--- src/rtl/mlp_pkg.sv ---
// Shared MLP datapath constants and the addend loader state type.
package mlp_pkg;

    localparam int unsigned DEFAULT_DATA_WIDTH = 8;
    localparam int unsigned DEFAULT_LENGTH     = 42;

    typedef enum logic [0:0] {
        FILL = 1'b0,
        FULL = 1'b1
    } loader_state_e;

endpackage

--- src/rtl/addend_loader.sv ---
// Addend loader: assembles a stream of signed samples into one parallel
// vector for the adder tree and holds it until the tree consumes it.
// Optional feature macro: ADDEND_LOADER_ZERO_PAD_EN (an early in_last pads the
// remaining lanes with zero instead of discarding the partial vector).
module addend_loader
    import mlp_pkg::*;
#(
    parameter int unsigned DATA_WIDTH = DEFAULT_DATA_WIDTH,
    parameter int unsigned LENGTH     = DEFAULT_LENGTH
) (
    input  logic                          in_clk,
    input  logic                          in_rst_n,
    input  logic signed [DATA_WIDTH-1:0]  in_sample,
    input  logic                          in_valid,
    input  logic                          in_last,
    output logic                          out_ready,
    output logic signed [DATA_WIDTH-1:0]  out_vector [LENGTH],
    output logic                          out_valid,
    input  logic                          in_vector_ready,
    output logic [$clog2(LENGTH+1)-1:0]   out_count,
    output logic                          out_error
);

    localparam int unsigned COUNT_WIDTH = $clog2(LENGTH + 1);

`ifdef ADDEND_LOADER_ZERO_PAD_EN
    localparam bit ZERO_PAD = 1'b1;
`else
    localparam bit ZERO_PAD = 1'b0;
`endif

    loader_state_e state;
    loader_state_e state_nxt;
    logic          accept;
    logic          last_lane;
    logic          early_last;
    logic          error_nxt;

    // Next-state decode and framing-error detection.
    always_comb begin
        accept     = (state == FILL) && in_valid;
        last_lane  = (out_count == COUNT_WIDTH'(LENGTH - 1));
        early_last = accept && !last_lane && in_last;
        error_nxt  = accept && (last_lane ? !in_last : (in_last && !ZERO_PAD));
        state_nxt  = state;
        case (state)
            FILL: begin
                if (accept && (last_lane || (in_last && ZERO_PAD))) begin
                    state_nxt = FULL;
                end
            end
            FULL: begin
                if (in_vector_ready) begin
                    state_nxt = FILL;
                end
            end
            default: state_nxt = FILL;
        endcase
    end

    // State register.
    always_ff @(posedge in_clk or negedge in_rst_n) begin
        if (!in_rst_n) begin
            state <= FILL;
        end else begin
            state <= state_nxt;
        end
    end

    // Handshake flags, error pulse and fill counter.
    always_ff @(posedge in_clk or negedge in_rst_n) begin
        if (!in_rst_n) begin
            out_ready <= 1'b1;
            out_valid <= 1'b0;
            out_error <= 1'b0;
            out_count <= '0;
        end else begin
            out_ready <= (state_nxt == FILL);
            out_valid <= (state_nxt == FULL);
            out_error <= error_nxt;
            if (state == FULL && in_vector_ready) begin
                out_count <= '0;
            end else if (accept) begin
                if (early_last && !ZERO_PAD) begin
                    out_count <= '0;
                end else begin
                    out_count <= out_count + COUNT_WIDTH'(1);
                end
            end
        end
    end

    // Lane storage: write the accepted sample, zero the tail on a padded early last.
    always_ff @(posedge in_clk or negedge in_rst_n) begin
        if (!in_rst_n) begin
            for (int unsigned i = 0; i < LENGTH; i++) begin
                out_vector[i] <= '0;
            end
        end else begin
            for (int unsigned i = 0; i < LENGTH; i++) begin
                if (accept && out_count == COUNT_WIDTH'(i)) begin
                    out_vector[i] <= in_sample;
                end else if (early_last && ZERO_PAD && i > 32'(out_count)) begin
                    out_vector[i] <= '0;
                end
            end
        end
    end

endmodule

--- config.mk ---
export PLATFORM = sky130hd
export DESIGN_NAME = addend_loader
export DESIGN_NICKNAME = d
export VERILOG_FILES = /design/src/rtl/mlp_pkg.sv /design/src/rtl/addend_loader.sv
export SDC_FILE = /design/constraint.sdc
export NUM_CORES = 1
export LEC_CHECK = 0
export ABC_AREA = 1
export CAP_MARGIN = 15
export CORE_MARGIN = 5
export CORE_UTILIZATION = 57
export DETAILED_ROUTE_END_ITERATION = 8
export DONT_BUFFER_PORTS = 1
export PLACE_DENSITY = 0.87
export SLEW_MARGIN = 15
export SYNTH_ARGS = -nofsm -noshare
export SYNTH_HDL_FRONTEND = slang
export SYNTH_SLANG_ARGS = --single-unit
--- constraint.sdc ---
create_clock -name in_clk -period 1.5 [get_ports in_clk]
set_input_delay 0.3 -clock in_clk [delete_from_list [all_inputs] [get_ports in_clk]]
set_output_delay 0.3 -clock in_clk [all_outputs]
set_load 0.005 [all_outputs]
* Word-level counts from Yosys, hierarchy flattened
Cells that the tools add are included.
** Operators by class
- Bitwise operators :: 2
- Eq/ne operators :: 41
- Multiplexer cells :: 7
- $add $sub $neg :: 1
- Reduce and logical (&&, ||, !) cells :: 51
** Operators with widths (number)
- $eq A6 B5 Y1 const B :: 16
- $eq A6 B6 Y1 const B :: 10
- $eq A6 B4 Y1 const B :: 8
- $logic_and A1 B1 Y1 :: 47
- $eq A6 B3 Y1 const B :: 4
- $mux W6 :: 3
- $eq A6 B2 Y1 const B :: 2
- $add A6 B1 Y6 const B :: 1
- $eq A6 B1 Y1 const B :: 1
- $logic_not A6 Y1 :: 1
- $mux W1 :: 3
- $logic_not A1 Y1 :: 2
- $not A1 Y1 :: 2
- $pmux W1 S2 :: 1
- $reduce_bool A2 Y1 :: 1
** Storage, ports and cells
- Word-level logic and storage cells :: 148
- Register bits after elaboration :: 345
- Output and inout port bits :: 345
- Input port bits :: 13

* Logic depth before layout (Yosys ltp)
Gate-level depths: netlist (run 1).
- Depth in word-level cells :: 7
- Mapped depth :: 8
- Depth with buffers taken out :: 8

* Least setup slack after synthesis (run 1)
Ideal clock, no wire load.
- Path type :: flip-flop to flip-flop
- From :: register out_count[0]
- To :: register out_vector[22] (netlist name)
- Buffers on the path :: 1
- Slack :: -0.144 ns
- Library setup time :: 0.134 ns
- Data arrival time :: 1.511 ns
- Clock period less this slack :: 1.644 ns
- Cell stages (with the launch flop) :: 8
- Data required time :: 1.366 ns
- Path through :: dfrtp_1 > ha_1 > nand2_1 > nor2_1 > nand2_1 > buf_6 > nand2_1 > o21ai_0
** Between the ends
- Longest elaborated chain between the ends :: 2
** Ends and longest elaborated chain
- from (decl) :: line addend_loader.sv:20 : output logic [$clog2(LENGTH+1)-1:0] out_count,
- from (signal assigned) :: line addend_loader.sv:87 : out_count <= out_count + COUNT_WIDTH'(1);
- $eq A6 B6 Y1 :: line addend_loader.sv:101 : if (accept && out_count == COUNT_WIDTH'(i)) begin
- $logic_and A1 B1 Y1 :: line addend_loader.sv:101
- to (signal, indexed assignment) :: line addend_loader.sv:102 : out_vector[i] <= in_sample;
- to (decl) :: line addend_loader.sv:17 : output logic signed [DATA_WIDTH-1:0] out_vector [LENGTH],
No other way between the ends.
A chain may end at the register's enable or synchronous reset.

* Worst setup path after layout (run 1)
- From :: register out_count[0]
- To :: register out_vector[171] (netlist name)
** Between the ends
- Longest elaborated chain between the ends :: 2
** Ends and longest elaborated chain (line)
- $eq A6 B5 Y1 :: addend_loader.sv:101
- $logic_and A1 B1 Y1 :: addend_loader.sv:101
No other way between the ends.

==> results.toml, run 1 <==
[synth]
yosysWarnings = 0
ys_seq_elements = 345
syn_area_per_cell_sq_um = 10.4
syn_nets = 1249
synth_top_area_share = 0.670
synth_flop_cell = "dfrtp_1"
yosysMostFrequentCell = "nand2_1"
syn-cell-area_sq_um = 12800
yosys.area.top_type = "dfrtp_1"
synth_edf_count = 0
synthCells = 1232
synth_cell_types = 23
synthTopCellsByCount = "nand2_1, dfrtp_1, o21ai_0"
synth_area_leaders = "dfrtp_1, o21ai_0, nand2_1"
ys_seq_area_frac = 0.673
synthArstFlopShare = 1.00

[place]
post-dp-hpwl_microns = 22400
placed_area_sq_um = 13500
io_buffers = 0
gp_congestion = 0.872

[setup_path]
cp_max_fo = 8
rr_worst_depth = 8
cp-start-kind = "flip-flop"
r2r-start = "out_count[0]"
r2r_setup_slack_ns = -0.09
cpMaxStageDelayCell = "dfrtp_2"
cpLargestDelayFamily = "flip-flops"
end_kind = "flip-flop"
critical_path_class = "flip-flop to flip-flop"
arrival_ns = 1.94
cp_num_cells = 8
rr_endpoint = "out_vector[171]"
worstPathCellList = "inv_4 -> ha_4 -> inv_6 -> nor2_4 -> buf_6 -> nand2_4 -> nand2_1 -> o21ai_0"
crit_start = "out_count[0]"
crit_path_end = "out_vector[171]"
cp_num_buf_inv = 3
worst_ep_required_time_ns = 1.86
slowest_delay_ns = 0.47

[timing]
final_hold_viol_count = 344
fin_ws_ns = -0.0863
finClkSkew_ns = 0.0147
max_freq_mhz = 630
fin_hold_ws_ns = -0.511
period_needed_ns = 1.59
setup_tns_ns = -0.485
slew_viol_final = 0
worst_slew_pin_slew_ns = 0.744
setup_viol = 34
rsz0062_at_grt = "true"
min_period_over_period = 1.06
maxSlewHeadroom = 0.504

[global_routing]
grt_pass1_vias = 9485
grt_pass1_wl_microns = 54900
antenna_found_initial = 0
grt_max_degree = 346
grt_usage = 0.270
grt_overflow_total = 0

[drt]
drc = 0
vias = 9737
ant_nets = 0
drt_iter0_markers = 949
via_per_inst = 6.10
drt-total-wl_microns = 38100
drt_first_pass_iters = 5
wire_per_inst_microns = 23.9

[final_layout]
design_area_sq_um = 15800
drive_above_1_share = 0.228
multi_input_area_sq_um = 4290
nets = 1303
syn_to_final_growth_pct = 22.7
antenna_cells = 0
nFillCells = 1419
seq_area_sq_um = 8640

[cts]
numCtsBuffers = 34
ctsHoldBuffers = 2
cts_tree = "done"
clockBufferDepth = 3
clock-root-buffer = "clkbuf_16"
clk_latency_ns = 0.50
htree_levels = 2
clkSlewWorstSetupHoldPaths_ns = 0.06
cts.sinks = 345

[power_and_ir_drop]
p_int_mw = 16.7
max-vdd-ir-drop_mv = 0.845
pwr-share-seq = 0.499
p_per_area_nw_per_um2 = 1420
power_frac_comb = 0.096
power_switching_mw = 5.70
switching_share = 0.255
p_leak_nw = 7.42
p_clk_frac = 0.405

[job]
maxCapViolations = 0

[floorplanning]
io_pins = 358
dieWidth_microns = 160
start_util = 0.572
core_area_sq_um = 22400
num_rows = 55
dieArea_sq_um = 25600
die_h_microns = 160

[hold_path]
hold_path.class = "input port to asynchronous set/reset pin"

[outcome]
violations = "hold timing, setup timing"
outcome = "finished with violations"
==> metrics by stage <==
step                cells  power [mW]  hold WS [ns]   util  worst slack [ns]
floorplan            1232        11.9       0.00441      -           -0.0245
global placement     1494        12.6        0.0116  0.600           -0.0908
detailed placement   1494        12.7        0.0119  0.600            -0.167
CTS                  1574        21.8        -0.527  0.665           -0.0404
global route         1596        23.2        -0.538  0.702            -0.157
finish               1596        22.4        -0.511  0.702           -0.0863
==> routing by layer <==
layer  up-vias  track usage  wire length [microns]
li1       4156            -                      -
met1      4828        0.335                  13900
met2       640        0.437                  18500
met3       113       0.0945                   4250
met4         0        0.111                   1370
met5         -            0                      0
==> worst register-to-register path, delay by kind of cell (launching register included) <==
family                   cells  cell delay, ns
flip-flops                   1            0.47
AND/OR/NAND/NOR              3            0.39
buffers and inverters        3            0.33
adder cells (fa/ha/maj)      1            0.15
AO/OA/AOI/OAI                1            0.10
==> power by group through the flow <==
stage / sequential [mW] / clock, mW / combinational (mW)
5_1_grt: 11.2 / 9.61 / 2.34
2_1_floorplan: 10.9 / 0 / 1.02
3_3_place_gp: 11.1 / 0 / 1.44
6_report: 11.2 / 9.05 / 2.14
3_5_place_dp: 11.2 / 0 / 1.55
4_1_cts: 11.0 / 9.16 / 1.65
==> cells by family after synthesis <==
family	synth area share
DFF	0.673
buffers and inverters	0.0458
and+or+nand+nor	0.144
adders and majority gates	0.00390
AOI/OAI and AO/OA	0.134
==> how the worst min path moves through the flow <==
| stage | slack [ns] | end | cells after the start | startpoint |
|---|---|---|---|---|
| final | -0.51 | out_vector[160] | 0 | in_rst_n |
| after global routing | -0.54 | out_vector[160] | 0 | in_rst_n |
| after CTS | -0.53 | out_vector[160] | 0 | in_rst_n |
| after detailed placement | 0.01 | out_vector[168] | 0 | in_rst_n |
| after global placement | 0.01 | out_vector[168] | 0 | in_rst_n |
| after floorplan | 0.004 | out_count[0] | 0 | in_rst_n |
==> cell usage in the layout (no fill, tap or decap), types with 3 or more instances in the layout <==
| master | instances |
|---|---|
| o21ai_0 | 229 |
| dfrtp_1 | 339 |
| inv_1 | 19 |
| bufinv_16 | 4 |
| buf_4 | 40 |
| nor2_4 | 13 |
| ha_4 | 4 |
| clkbuf_1 | 5 |
| buf_12 | 22 |
| o21ai_2 | 9 |
| buf_6 | 16 |
| nand3_2 | 3 |
| clkbuf_16 | 42 |
| nand2_1 | 307 |
| nand4_1 | 3 |
| nor2_2 | 5 |
| clkinv_2 | 5 |
| nand2_8 | 14 |
| inv_4 | 4 |
| dfrtp_2 | 5 |
| nand2_2 | 60 |
| o21ai_1 | 100 |
| nand2_4 | 32 |
| clkbuf_8 | 8 |
==> cell type report <==
| cell class | count | area share |
|---|---|---|
| sequential | 345 | 0.549 |
| multi-input combinational | 789 | 0.273 |
| timing repair buffer | 88 | 0.0708 |
| clock buffer | 50 | 0.0670 |
| tap | 285 | 0.0226 |
| clock inverter | 11 | 0.0102 |
| inverter | 28 | 0.00826 |
==> registers in the layout, indices dropped and copies added (netlist names) <==
signal and cells:
out_vector 336, out_count 6, out_error 1, out_ready 1, out_valid 1
==> repair_timing <==
| action | in CTS | in global routing |
|---|---|---|
| gates cloned | 1 | 12 |
| setup buffers | 16 | 10 |
| setup endpoints to repair | 216 | 328 |
| endpoints found under the hold margin | 348 | 345 |
| gates resized for setup | 25 | 240 |
| pin swaps | 9 | 23 |
No activity file was read; power rests on OpenSTA's default activity.
==> run 2, diff against run 1 <==
Settings changed: ABC_AREA 1 to default, CELL_PAD_IN_SITES_DETAIL_PLACEMENT from default to 1, CELL_PAD_IN_SITES_GLOBAL_PLACEMENT from default to 1, CORE_UTILIZATION 57 to 46, CTS_CLUSTER_SIZE from default to 14, PLACE_DENSITY 0.87 to 0.86.
==> run 2 against run 1 <==
The flow still finishes with violations (hold timing, setup timing). Clock power down 4.2%. Global-route usage down 3.3 points. Synthesized area rose by 5.0%. Combinational power is 7% higher. Worst hold slack better by 0.0027 ns. First-iteration DRC count down 57%. Largest power group unchanged.
==> results.toml, run 2 <==
[outcome]
outcome = "finished with violations"
violations = "hold timing, setup timing"

[setup_path]
cpLargestDelayFamily = "simple AND/OR/NAND/NOR gates"
end_kind = "flip-flop"
slowest_delay_ns = 0.56
cp_num_cells = 4
r2r-start = "out_count[5]"
cpMaxStageDelayCell = "or4b_4"
arrival_ns = 2.21
rr_endpoint = "out_vector[238]"
cp_max_fo = 10
r2r_setup_slack_ns = -0.33
cp-start-kind = "flip-flop"
cp_num_buf_inv = 1
crit_start = "out_count[5]"
crit_path_end = "out_vector[238]"
worstPathCellList = "or4b_4 -> buf_12 -> nor2_8 -> mux2_2"
critical_path_class = "flip-flop to flip-flop"
worst_ep_required_time_ns = 1.87
rr_worst_depth = 4

[cts]
htree_levels = 2
clockBufferDepth = 3
numCtsBuffers = 37
clock-root-buffer = "clkbuf_16"
cts.sinks = 345
cts_tree = "done"
ctsHoldBuffers = 11
clk_latency_ns = 0.50
clkSlewWorstSetupHoldPaths_ns = 0.06

[timing]
setup_viol = 344
min_period_over_period = 1.22
rsz0062_at_grt = "true"
maxSlewHeadroom = 0.770
max_freq_mhz = 546
final_hold_viol_count = 345
fin_hold_ws_ns = -0.508
period_needed_ns = 1.83
slew_viol_final = 0
worst_slew_pin_slew_ns = 0.344
fin_ws_ns = -0.332
finClkSkew_ns = 0.0134

[synth]
synth_top_family_by_area = "multiplexers"
ys_seq_elements = 345
syn-cell-area_sq_um = 13500
synthCells = 829
syn_area_per_cell_sq_um = 16.3
synth_edf_count = 0
yosysWarnings = 0
synth_area_leaders = "dfrtp_1, mux2_2, mux2_4"
synthMuxAreaShare = 0.287
synth_flop_cell = "dfrtp_1"
synth_top_area_share = 0.639
yosys.area.top_type = "dfrtp_1"
yosysMostFrequentCell = "dfrtp_1"
synthTopCellsByCount = "dfrtp_1, mux2_2, clkbuf_1"
ys_seq_area_frac = 0.641
synth_fa_ha_area_frac = 0.00371
synth_cell_types = 35
yosys.area_share.simple = 0.0448
synthArstFlopShare = 1.00
synth_compound_area_frac = 0.00650
syn_nets = 846
yosys.area_share.xor_xnor = 0

[drt]
ant_nets = 0
wire_per_inst_microns = 30.4
drt_iter0_markers = 412
vias = 7508
via_per_inst = 5.67
drt-total-wl_microns = 40300
drc = 0
drt_first_pass_iters = 4

[floorplanning]
die_h_microns = 181
dieWidth_microns = 181
io_pins = 358
start_util = 0.468
core_area_sq_um = 28800
num_rows = 62
dieArea_sq_um = 32800

[place]
gp_congestion = 0.767
placed_area_sq_um = 15000
io_buffers = 0
post-dp-hpwl_microns = 24800

[final_layout]
nets = 936
regMostFlops = "out_vector"
design_area_sq_um = 16900
syn_to_final_growth_pct = 25.3
fin_util = 0.587
drive_above_1_share = 0.571
final_common_cell = "dfrtp_1"
largestRegisters = "out_vector: 336 flops, out_count: 6 flops"
largest_reg_flops = 336
antenna_cells = 0
final_cell_mix = "dfrtp_1, mux2_2, mux2_4, buf_4, clkbuf_16"

[power_and_ir_drop]
p_leak_nw = 7.99
max-vdd-ir-drop_mv = 1.07
power_mw = 22.7
p_per_area_nw_per_um2 = 1350

[job]
maxCapViolations = 0

[global_routing]
grt_pass1_vias = 8509
grt_overflow_total = 0
grt_usage = 0.237
grt_max_degree = 346
antenna_found_initial = 0
grt_pass1_wl_microns = 60100

[hold_path]
hold_path.class = "input port to asynchronous set/reset pin"
run 2: worst register-to-register path, stage by stage (launching register included):
cell,delay (ns)
dfrtp_1,0.38
or4b_4,0.56
buf_12,0.21
nor2_8,0.18
mux2_2,0.39
run 2: area by class of cell:
cell class / instances / area (sq um)
repair buffers: 98 / 1240
inverters: 7 / 31.3
flip-flops and latches: 345 / 8640
well taps: 384 / 480
clock inverters: 12 / 120
clock buffers: 49 / 1010
multi-input cells: 430 / 5360
fillers: 2556 / 11900
run 2: kinds of logic after synthesis:
group           after synthesis
simple gates                 75
fa+ha+maj                     4
buf+inv                      54
compound gates               13
flops                       345
mux                         338
run 2: routing by layer:
metal | up-vias | GRT usage | wire length [microns]
met2 | 314 | 0.403 | 19900
met3 | 84 | 0.0987 | 4030
li1 | 3093 | - | -
met4 | 0 | 0.0748 | 1470
met5 | - | 0 | 0
met1 | 4017 | 0.275 | 14900
run 2: per-stage QoR:
step	worst slack (ns)	std cells	setup TNS, ns
after floorplan	-0.472	829	-106.38
after global placement	-0.523	1246	-103.33
after detailed placement	-0.551	1246	-112.06
after CTS	-0.353	1325	-80.98
after global routing	-0.386	1325	-99.18
final	-0.332	1325	-74.42
run 2: power breakdown:
part | internal, mW | switching (mW) | leakage (nW)
clock | 5.07 | 3.59 | 0.559
sequential | 10.5 | 1.28 | 4.61
combinational | 1.39 | 0.909 | 2.81
run 2: how the worst min path moves through the flow:
stage	end	slack, ns	cells past startpoint
6_report	out_vector[44]	-0.51	0
5_1_grt	out_vector[26]	-0.54	0
4_1_cts	out_vector[24]	-0.53	0
3_5_place_dp	out_vector[104]	0.01	0
3_3_place_gp	out_vector[90]	0.01	0
2_1_floorplan	out_count[0]	0.004	0
run 2: repair_timing:
action                     CTS  global route
pin swaps                   10             1
setup endpoints to repair  347           346
setup buffers                7             0
gates resized for setup     79            14
cloned                       1             0
hold endpoints to repair   685           345
==> run 3, diff against run 2 <==
Settings changed: ABC_CLOCK_PERIOD_IN_PS from default to 1500, CORE_ASPECT_RATIO from default to 0.9.
==> run 3 against run 2 <==
The run still ends with hold timing, setup timing left. Maximum frequency shrank 2.7%. Sequential share of layout area shrank 1.0 points. Critical path depth is the same. First-iteration DRC count shrank 7.5%. Largest power group unchanged. Critical path type unchanged. Cell area grew 2.0%. Clock-buffer cell count grew 3. Total power grew 5.9%. Flip-flop and latch count is the same. Critical endpoint is now out_vector[278]. Die area is essentially flat.
==> results.toml, run 3 (same netlist as run 2, synthesis figures left out) <==
[timing]
fin_hold_ws_ns = -0.521
max_freq_mhz = 531
maxSlewHeadroom = 0.704
slew_viol_final = 0
rsz0062_at_grt = "true"
final_hold_viol_count = 345
worst_slew_pin_slew_ns = 0.442
period_needed_ns = 1.88
min_period_over_period = 1.26
setup_viol = 346
finClkSkew_ns = 0.00749
fin_ws_ns = -0.383

[place]
post-dp-hpwl_microns = 24600
io_buffers = 0
dp_cells = 1254
gp_congestion = 0.759
dpl_worst_slack_ns = -0.540

[final_layout]
largest_reg_flops = 336
regMostFlops = "out_vector"
final_common_cell = "dfrtp_1"
drive_above_1_share = 0.587
seq_area_sq_um = 8640
nets = 931
syn_to_final_growth_pct = 27.7
largestRegisters = "out_vector: 336 flops, out_count: 6 flops"
instances_no_fill = 1335
final_cell_mix = "dfrtp_1, mux2_2, mux2_4, clkbuf_16, buf_4"
antenna_cells = 0
multi_input_area_sq_um = 5470
nFillCells = 2554

[drt]
wire_per_inst_microns = 30.6
via_per_inst = 5.65
drt_first_pass_iters = 4
ant_nets = 0
drt_iter0_markers = 381
drt-total-wl_microns = 40900
vias = 7548
drc = 0

[cts]
numCtsBuffers = 36
clockBufferDepth = 3
ctsHoldBuffers = 11
clkSlewWorstSetupHoldPaths_ns = 0.06
cts.sinks = 345
clock-root-buffer = "clkbuf_16"
cts_tree = "done"
htree_levels = 2
clk_latency_ns = 0.51

[hold_path]
hold_path.class = "input port to asynchronous set/reset pin"

[floorplanning]
io_pins = 358
core_area_sq_um = 28900
die_h_microns = 172
dieArea_sq_um = 32800
start_util = 0.466
dieWidth_microns = 190
num_rows = 59

[setup_path]
arrival_ns = 2.28
cp_max_fo = 10
cp-start-kind = "flip-flop"
critical_path_class = "flip-flop to flip-flop"
worst_ep_required_time_ns = 1.90
end_kind = "flip-flop"

[outcome]
violations = "hold timing, setup timing"
outcome = "finished with violations"

[power_and_ir_drop]
p_leak_nw = 8.10
max-vdd-ir-drop_mv = 1.00
p_per_area_nw_per_um2 = 1400

[global_routing]
grt_usage = 0.244
grt_overflow_total = 0
grt_pass1_wl_microns = 60400
grt_pass1_vias = 8745
antenna_found_initial = 0
grt_max_degree = 346

[job]
maxCapViolations = 0
## run 3: path summary, 6_finish.rpt
kind	from	to	slack [ns]	cells past startpoint
worst max-delay path	out_count[4]	out_vector[278]	-0.38	4
worst min-delay path	in_rst_n	out_vector[106]	-0.52	0
worst max register to register	out_count[4]	out_vector[278]	-0.38	4
worst min register to register	out_vector[100]	out_vector[100]	0.54	1
max in group asynchronous	in_rst_n	out_count[1]	1.66	0
min in group in_clk	in_last	out_count[0]	0.03	2
## run 3: critical path: stages (launching register included)
cell	delay, ns
dfrtp_1	0.38
or4b_4	0.57
buf_12	0.21
nor2_8	0.25
mux2_4	0.33
## run 3: stage by stage
stage	cell area [sq um]	power, mW	utilization	TNS (ns)	hold slack (ns)
CTS	17000	24.2	0.588	-82.93	-0.554
global route	17200	25.0	0.595	-102.40	-0.560
finish	17200	24.1	0.595	-80.80	-0.521
global placement	15100	13.6	0.523	-118.04	0.0120
detailed placement	15100	13.8	0.523	-127.21	0.0127
floorplan	13900	12.8	-	-106.38	0.00441
## run 3: layer usage
metal | share of wire | global-route usage
met4 | 0.027 | 0.0712
met1 | 0.36 | 0.272
met3 | 0.10 | 0.107
met5 | 0 | 0
met2 | 0.51 | 0.428
## run 3: what timing repair did
item | CTS | global route
pin swaps | 18 | 16
endpoints found under the setup margin | 346 | 347
resized for setup | 85 | 39
cloned | 1 | 0
buffers inserted | 12 | 4
endpoints found under the hold margin | 685 | 345
## run 3: final cells by class
| type | instances | share of cell area |
|---|---|---|
| clock buffers | 52 | 0.0629 |
| well taps | 396 | 0.0288 |
| flip-flops and latches | 345 | 0.502 |
| multi-input cells | 430 | 0.318 |
| clock inverters | 11 | 0.0124 |
| inverters | 7 | 0.00182 |
| repair buffers | 94 | 0.0743 |
## run 3: report_power, final
part           total [mW]  internal [mW]  switching [mW]
registers            11.8           10.5            1.30
clock network        9.73           6.05            3.68
logic                2.57           1.49            1.08
